[src/rtl/seq_ctrl_pkg.sv]
// rtl/seq_ctrl_pkg.sv - shared types and constants for the step sequencer
// State encoding, history width and button debounce length.
package seq_ctrl_pkg;

  typedef enum logic [2:0] {
    IDLE    = 3'd0,
    SETUP   = 3'd1,
    STEP    = 3'd2,
    CAPTURE = 3'd3,
    WAIT    = 3'd4,
    DONE    = 3'd5
  } state_e;

  localparam int HIST_W    = 16;
  localparam int MAX_DEPTH = 8;

  // About 10 ms of stable input at 100 MHz.
  localparam logic [19:0] DB_COUNT = 20'd1_000_000;

  function automatic logic [3:0] eff_len(input logic [3:0] len, input logic [3:0] depth);
    return ((len == 4'd0) || (len > depth)) ? depth : len;
  endfunction

endpackage

[src/rtl/btn_edge.sv]
// rtl/btn_edge.sv - step button synchronizer, optional debounce, rising-edge detect
// STEP_DEBOUNCE_EN adds a stable-count debounce between synchronizer and edge detect.
module btn_edge
  import seq_ctrl_pkg::*;
(
  input  logic clk_i,
  input  logic rst_ni,
  input  logic btn_i,
  output logic rise_o
);

  logic [1:0] sync_q;
  logic       level;
  logic       prev_q;

  always_ff @(posedge clk_i or negedge rst_ni) begin
    if (!rst_ni) begin
      sync_q <= 2'b00;
    end else begin
      sync_q <= {sync_q[0], btn_i};
    end
  end

`ifdef STEP_DEBOUNCE_EN
  logic        stable_q;
  logic [19:0] cnt_q;

  // The level only follows the synchronized input once it has differed for DB_COUNT cycles.
  always_ff @(posedge clk_i or negedge rst_ni) begin
    if (!rst_ni) begin
      stable_q <= 1'b0;
      cnt_q    <= 20'd0;
    end else if (sync_q[1] == stable_q) begin
      cnt_q <= 20'd0;
    end else if (cnt_q == DB_COUNT - 20'd1) begin
      stable_q <= sync_q[1];
      cnt_q    <= 20'd0;
    end else begin
      cnt_q <= cnt_q + 20'd1;
    end
  end

  assign level = stable_q;
`else
  assign level = sync_q[1];
`endif

  always_ff @(posedge clk_i or negedge rst_ni) begin
    if (!rst_ni) begin
      prev_q <= 1'b0;
    end else begin
      prev_q <= level;
    end
  end

  assign rise_o = level & ~prev_q;

endmodule

[src/rtl/step_seq_ctrl.sv]
// rtl/step_seq_ctrl.sv - steps an external sequential circuit through a stored input pattern
// Manual (button) or automatic stepping; STEP_DEBOUNCE_EN enables button debounce in btn_edge.
module step_seq_ctrl
  import seq_ctrl_pkg::*;
#(
  parameter int DEPTH    = 8,
  parameter int AUTO_DIV = 50_000_000
) (
  input  logic        CP,
  input  logic        CLR_n,
  input  logic        start,
  input  logic        mode,
  input  logic        step_btn,
  input  logic        wr_en,
  input  logic [2:0]  wr_addr,
  input  logic [1:0]  wr_data,
  input  logic [3:0]  len,
  input  logic        y_in,
  input  logic        Z_in,
  output logic        x1,
  output logic        x2,
  output logic        step_en,
  output logic        busy,
  output logic        done,
  output logic [3:0]  step_cnt,
  output logic [15:0] hist
);

  localparam logic [3:0]  DEPTH_L  = 4'(DEPTH);
  localparam logic [31:0] DIV_LAST = 32'(AUTO_DIV - 1);

  state_e              state_q, state_d;
  logic [1:0]          pat_q [MAX_DEPTH];
  logic [3:0]          step_cnt_q;
  logic [3:0]          len_q;
  logic                mode_q;
  logic [HIST_W-1:0]   hist_q;
  logic [31:0]         div_q;
  logic                btn_rise;
  logic                accept_start;
  logic                drive_x;

  btn_edge u_btn_edge (
    .clk_i  (CP),
    .rst_ni (CLR_n),
    .btn_i  (step_btn),
    .rise_o (btn_rise)
  );

  always_comb begin
    state_d      = state_q;
    accept_start = 1'b0;
    case (state_q)
      IDLE, DONE: begin
        if (start) begin
          accept_start = 1'b1;
          state_d      = SETUP;
        end
      end
      SETUP:   state_d = STEP;
      STEP:    state_d = CAPTURE;
      CAPTURE: state_d = (step_cnt_q + 4'd1 == len_q) ? DONE : WAIT;
      WAIT: begin
        if (mode_q ? (div_q == DIV_LAST) : btn_rise) begin
          state_d = SETUP;
        end
      end
      default: state_d = IDLE;
    endcase
  end

  // Outputs decode straight from state so an asynchronous clear takes effect at once.
  always_comb begin
    busy     = (state_q == SETUP) || (state_q == STEP) || (state_q == CAPTURE) || (state_q == WAIT);
    done     = (state_q == DONE);
    step_en  = (state_q == STEP);
    drive_x  = (state_q == SETUP) || (state_q == STEP) || (state_q == CAPTURE);
    {x1, x2} = drive_x ? pat_q[step_cnt_q[2:0]] : 2'b00;
  end

  assign step_cnt = step_cnt_q;
  assign hist     = hist_q;

  always_ff @(posedge CP or negedge CLR_n) begin
    if (!CLR_n) begin
      state_q    <= IDLE;
      step_cnt_q <= 4'd0;
      len_q      <= 4'd0;
      mode_q     <= 1'b0;
      hist_q     <= '0;
      div_q      <= 32'd0;
      for (int i = 0; i < MAX_DEPTH; i++) begin
        pat_q[i] <= 2'b00;
      end
    end else begin
      state_q <= state_d;

      // Pattern is frozen while a sequence runs; a write alongside start lands first.
      if (wr_en && !busy && ({1'b0, wr_addr} < DEPTH_L)) begin
        pat_q[wr_addr] <= wr_data;
      end

      if (state_q == IDLE || accept_start) begin
        step_cnt_q <= 4'd0;
        hist_q     <= '0;
        if (accept_start) begin
          mode_q <= mode;
          len_q  <= eff_len(len, DEPTH_L);
        end
      end else if (state_q == CAPTURE) begin
        hist_q[{step_cnt_q[2:0], 1'b0} +: 2] <= {y_in, Z_in};
        step_cnt_q <= step_cnt_q + 4'd1;
      end

      div_q <= (state_q == WAIT) ? div_q + 32'd1 : 32'd0;
    end
  end

endmodule

[config.mk]
export PLATFORM = sky130hd
export DESIGN_NAME = step_seq_ctrl
export DESIGN_NICKNAME = d
export VERILOG_FILES = /design/src/rtl/seq_ctrl_pkg.sv /design/src/rtl/btn_edge.sv /design/src/rtl/step_seq_ctrl.sv
export SDC_FILE = /design/constraint.sdc
export NUM_CORES = 1
export LEC_CHECK = 0
export BUFFER_PORTS_ARGS = -buffer_cell sky130_fd_sc_hd__buf_2
export CELL_PAD_IN_SITES_DETAIL_PLACEMENT = 0
export CELL_PAD_IN_SITES_GLOBAL_PLACEMENT = 1
export CORE_ASPECT_RATIO = 1.2
export CORE_MARGIN = 4
export CORE_UTILIZATION = 52
export CTS_BUF_LIST = sky130_fd_sc_hd__clkbuf_2 sky130_fd_sc_hd__clkbuf_4 sky130_fd_sc_hd__clkbuf_8
export CTS_CLUSTER_DIAMETER = 200
export DETAILED_ROUTE_END_ITERATION = 10
export GPL_TIMING_DRIVEN = 1
export HOLD_SLACK_MARGIN = 0.12
export PLACE_DENSITY = 0.95
export SLEW_MARGIN = 20
export SYNTH_ARGS = -nofsm -noshare
export SYNTH_HDL_FRONTEND = slang
export SYNTH_SLANG_ARGS = --single-unit
[constraint.sdc]
create_clock -name CP -period 5.9 [get_ports CP]
set_clock_uncertainty 0.05 [all_clocks]
set_input_delay 0 -clock CP [delete_from_list [all_inputs] [get_ports CP]]
set_output_delay 0 -clock CP [all_outputs]
set_load 0.1 [all_outputs]
-- Yosys cells after proc, flatten, opt, wreduce, memory -nomap -nowiden
Index checks and enable logic that the tools add are counted.
- bits in writable memories: 0
- flip-flop bits (word level): 79
- logic and storage cells: 73
- bits in read-only memories: 0
- bits of input ports: 17
- memories kept: 0
- output and inout port bits: 25
- bits in latches: 0
- order comparisons: 4
- add/sub/neg operators: 3
- divide/modulo/power cells: 0
- shift operators: 2
- reduce and logical (&&, ||, !) cells: 14
- bitwise logic cells: 4
- multipliers: 0
- equality and inequality tests: 9
- multiplexer cells: 21
- operator list (cell ; number):
    $add A32 B1 Y32 const B ; 1
    $bwmux W16 ; 2
    $eq A32 B26 Y1 const B ; 1
    $mux W16 ; 2
    $mux W32 ; 1
    $shift A2 B6 Y16 const A ; 1
    $shiftx A2 B6 Y16 ; 1
    $pmux W3 S5 ; 1
    $mux W4 ; 3
    $ge A4 B4 Y1 const B ; 2
    $mux W2 ; 4
    $not A3 Y4 ; 2
    $bmux W2 S3 ; 1
    $demux W2 S3 ; 1
    $eq A3 B2 Y1 const B ; 2
    $eq A3 B3 Y1 const B ; 2
    $mux W3 ; 2
    $neg A4 Y6 ; 1
    $logic_or A1 B1 Y1 ; 5
    $add A4 B1 Y4 const B ; 1
    $eq A4 B4 Y1 ; 1
    $gt A4 B4 Y1 const B ; 1
    $logic_not A4 Y1 ; 1
    $lt A4 B1 Y1 const B ; 1
    other kinds (11) ; 17

-- Longest topological paths before layout
- depth after elaboration: 6
- gate-level depth with buffers: 9
- depth with buffers taken out: 7

-- Modules after synthesis
From an unflattened synthesis, not the netlist that was laid out.
- cells, all modules: 392
- area total of the unflattened synthesis: 4068.9 um^2
- modules (own cells, without submodules) (module ; area an instance (um^2) ; instances ; cells an instance ; sequential area each (um^2)):
    step_seq_ctrl ; 3980.1 ; 1 ; 388 ; 1901.8
    btn_edge ; 88.8 ; 1 ; 4 ; 75.1

-- Worst setup path after synthesis
No wires, ideal clock.
- kind: register -> output
- from: register step_cnt_q[0] (netlist: step_cnt[0])
- to: output port x1
- cell stages (with the launch flop): 5
- required time: 5850 ps
- arrival time: 3663 ps
- path buffers: 1
- path slack: 2187 ps
- path through: dfrtp_1 -> clkbuf_1 -> mux4_2 -> mux2i_1 -> nor3_1
- word-level cells in the longest chain between the ends: 5
- ends and longest elaborated chain (what ; RTL line ; RTL):
    start: declaration ; step_seq_ctrl.sv:34 ; logic [3:0] step_cnt_q;
    start signal: assignment ; step_seq_ctrl.sv:112 ; step_cnt_q <= step_cnt_q + 4'd1;
    $not A3 Y4 (not written as such) ; step_seq_ctrl.sv:78 ; {x1, x2} = drive_x ? pat_q[step_cnt_q[2:0]] : 2'b00;
    $bmux W2 S3 ; step_seq_ctrl.sv:78 ;
    $mux W2 (not written as such) (2 in a row) ; step_seq_ctrl.sv:78 ;
    $mux W2 ; step_seq_ctrl.sv:78 ;
    end: declaration ; step_seq_ctrl.sv:20 ; output logic x1,
No other way between the ends. The select of a mux whose other input is x is not followed.

-- Worst setup path in the final report
- from: register state_q[2]
- to: register len_q[1]
- word-level cells in the longest chain between the ends: 5
- elaborated cells between the ends (all ways): 6
- classes of those cells: 1 x eq/ne; 1 x mux; 4 x reduce/logical
- ends and longest elaborated chain (what ; RTL line ; RTL):
    start: declaration ; step_seq_ctrl.sv:32 ; state_e state_q, state_d;
    start signal: assignment ; step_seq_ctrl.sv:96 ; state_q <= state_d;
    $eq A3 B3 Y1 or $logic_not A3 Y1 (tied branches) ; step_seq_ctrl.sv:53, step_seq_ctrl.sv:103 ;
    $reduce_or A2 Y1 ; step_seq_ctrl.sv:53 ; case (state_q)
    $mux W1 ; step_seq_ctrl.sv:53 ;
    $logic_or A1 B1 Y1 ; step_seq_ctrl.sv:103 ; if (state_q == IDLE || accept_start) begin
    $reduce_and A2 Y1 (no source line) * ; -- ;
    end signal: assignment ; step_seq_ctrl.sv:108 ; len_q <= eff_len(len, DEPTH_L);
    end: declaration ; step_seq_ctrl.sv:35 ; logic [3:0] len_q;
Every way passes the cells marked *; elsewhere a longest branch is shown, timed or not.
A chain may end at the register's enable or synchronous reset.

==> impl_metrics.yaml <==
logic_synthesis:
  synth.distinct_cells: 50
  postSynthNetCount: 419
  syn-instance-count: 397
  async_reset_ff_frac: 1.00
  yosysSeqAreaShare: 0.475
  ys.flop_type: "dfrtp_1"
  synthTopCellsByCount: "dfrtp_1 (79), nor2_1 (40), mux2_2 (23)"
  synth_edf_count: 0
  synth_most_common_cell: "dfrtp_1"
  synth_top_cells_by_area: "dfrtp_1 (48%), mux2_2 (6.2%), mux2i_1 (3.8%), nor2_1 (3.6%), xnor2_1 (3.2%)"
  yosys.area.top_type_share: 0.475
  synth_top_area_cell: "dfrtp_1"
  synth_warnings: 0
  synth_area_sq_um: 4160
  ys_ff_latch: 79
  avgSynthCellArea_sq_um: 10.5
floorplanning:
  die_x_microns: 89.7
  fp.dieArea_sq_um: 9500
  dieHeight_microns: 106
  core-area_sq_um: 7750
  start_util: 0.537
  ios: 42
  rows: 35
finish:
  multi_input_area_sq_um: 2050
  diodes: 0
  n_fill_cell: 633
  drive_gt1_frac: 0.219
  regArea_sq_um: 1980
  final_nets: 479
  fin_util: 0.632
  area_delta_synth_final_pct: 17.8
clock_network:
  clock-root-buffer: "clkbuf_8"
  cts_tree: "built"
  clock_sinks: 79
  insertion_delay_ns: 0.36
  cts_inserted_buffers: 9
  cts_setup_buffers: 0
  htree_levels: 3
  clkTransAtPathRegs_ns: 0.08
  clk_path_buf_depth: 2
timing:
  fin_setup_tns_ns: 0
  slew_headroom: 0.340
  fmax_mhz: 328
  period_share: 0.517
  fin_ws_ns: 2.85
  min_period_ns: 3.05
  worst_pin_slew_ns: 0.990
  final-hold-violation-count: 0
  drv_slew: 0
  finalSetupViolations: 0
  rsz0062_at_grt: "no"
global_routing:
  grt_pass1_wl_mm: 15.8
  grt_pass1_vias: 3398
  grt_usage: 0.211
  antenna_found_initial: 0
  grt_max_degree: 80
  overflow: 0
detailed_routing:
  vias: 3319
  postRouteAntennaNets: 0
  drc_errors: 0
  viasPerCell: 5.99
  wl_per_cell_microns: 16.8
  drt_wl_total_mm: 9.32
  drtIter0Drc: 143
  firstDrtPassIters: 4
setup_path:
  crit_path_end_kind: "flip-flop"
  cp.required_ns: 6.14
  ff2ff_path_depth: 6
  crit_path_max_fanout: 16
  cp-start-kind: "flip-flop"
  criticalPathCategory: "reg2reg"
  cp.arrival_ns: 3.30
pwr:
  peakVddDrop_v: 0.000509
  power-per-cell-area_nw_per_um2: 388
  switchingPower_uw: 742
  internal_power_uw: 1160
  pwr-share-comb: 0.351
  p_seq_frac: 0.383
  power_frac_clock: 0.266
  p_leak_uw: 0.00220
  swShare: 0.390
worst_hold_path:
  worstHoldPathType: "in2reg"
  hold_path_depth: 4
job:
  maxCapViolations: 0
placement:
  io_buffers: 41
  dpl_worst_slack_ns: 3.09
  post-dp-hpwl_mm: 6.25
  place.gp.congestion: 0.809
status:
  status: "complete, no violations"
cell usage in the layout (no fill, tap or decap), types with 3 or more instances in the layout:
cell type / n
a21oi_1: 19
and3_1: 6
and4_1: 3
buf_2: 40
bufinv_16: 3
clkbuf_8: 10
dfrtp_1: 79
dlygate4sd3_1: 24
ha_1: 5
inv_1: 12
mux2_2: 23
mux2i_1: 16
mux4_2: 4
nand2_1: 21
nand2b_1: 3
nand3_1: 20
nand3b_1: 6
nand4_1: 9
nand4_2: 3
nor2_1: 40
nor2b_1: 6
nor3_1: 8
nor3b_1: 4
nor4_1: 10
o21ai_0: 6
o31ai_1: 8
or2_2: 7
or3_1: 4
or4_1: 11
xnor2_1: 15
xor2_1: 7
metal layers:
metal  up-vias  track usage  part of all wire
met2        70        0.356              0.53
met5         -            0                 0
met4         0       0.0702             0.018
met1      1667        0.259              0.42
met3        20       0.0527             0.039
li1       1562            -                 -
logic make-up (layout without fill, tap and decap cells):
family	Yosys count	count (layout)	synth area share
xor gates and xnor gates	22	22	0.0463
and+or+nand+nor	173	173	0.239
buffers and inverters	29	94	0.0313
AOI/OAI and AO/OA	46	46	0.0713
DFF	79	79	0.475
adders and majority gates	5	5	0.0150
muxes	43	43	0.122
final timing paths:
kind | startpoint | to | slack (ns)
max in group asynchronous | CLR_n | pat_q[6]$_DFFE_PN0P_ | 4.85
min reg2reg | u_btn_edge.sync_q[0]$_DFF_PN0_ | u_btn_edge.sync_q[1]$_DFF_PN0_ | 0.30
max reg2reg | state_q[2]$_DFFE_PN0P_ | len_q[1]$_DFFE_PN0P_ | 2.85
min in group asynchronous | CLR_n | div_q[20]$_DFF_PN0_ | 0.28
min | wr_addr[0] | pat_q[13]$_DFFE_PN0P_ | 0.16
max | state_q[2]$_DFFE_PN0P_ | len_q[1]$_DFFE_PN0P_ | 2.85
critical path: stages (launching register included):
cell,delay [ns]
dfrtp_1,0.56
or2_2,0.39
a211oi_2,0.61
nand3b_1,0.13
dlygate4sd3_1,0.60
o21ai_0,0.09
dlygate4sd3_1,0.56
cell type report:
type | count | area share
tap | 92 | 0.0235
sequential | 79 | 0.403
timing repair buffer | 66 | 0.0930
clock inverter | 6 | 0.0237
inverter | 12 | 0.00919
multi-input combinational | 289 | 0.419
clock buffer | 10 | 0.0281
power groups by stage:
stage                     registers (uW)  logic (uW)  clock network, uW
after global routing                 743         716                539
after CTS                            726         669                514
final                                728         667                506
after detailed placement             735         623                  0
after floorplan                      754         465                  0
after global placement               733         605                  0
flip-flops by register name, indices dropped and copies added (netlist names):
register	flops
div_q	32
hist	16
pat_q	16
len_q	4
step_cnt	4
state_q	3
u_btn_edge.sync_q	2
mode_q	1
u_btn_edge.prev_q	1
metrics by stage:
step	hold slack [ns]	total power (uW)	instance area (sq um)	instances
3_3_place_gp	0.0641	1340	4410	514
2_1_floorplan	-0.346	1220	4160	397
5_1_grt	0.174	2000	4900	554
6_report	0.158	1900	4900	554
3_5_place_dp	0.0623	1360	4410	514
4_1_cts	0.145	1910	4900	554
repair_timing:
item	CTS	global route
gates resized for setup	0	0
hold buffers	24	0
hold endpoints to repair	118	0
(Power assumes the default switching activity.)
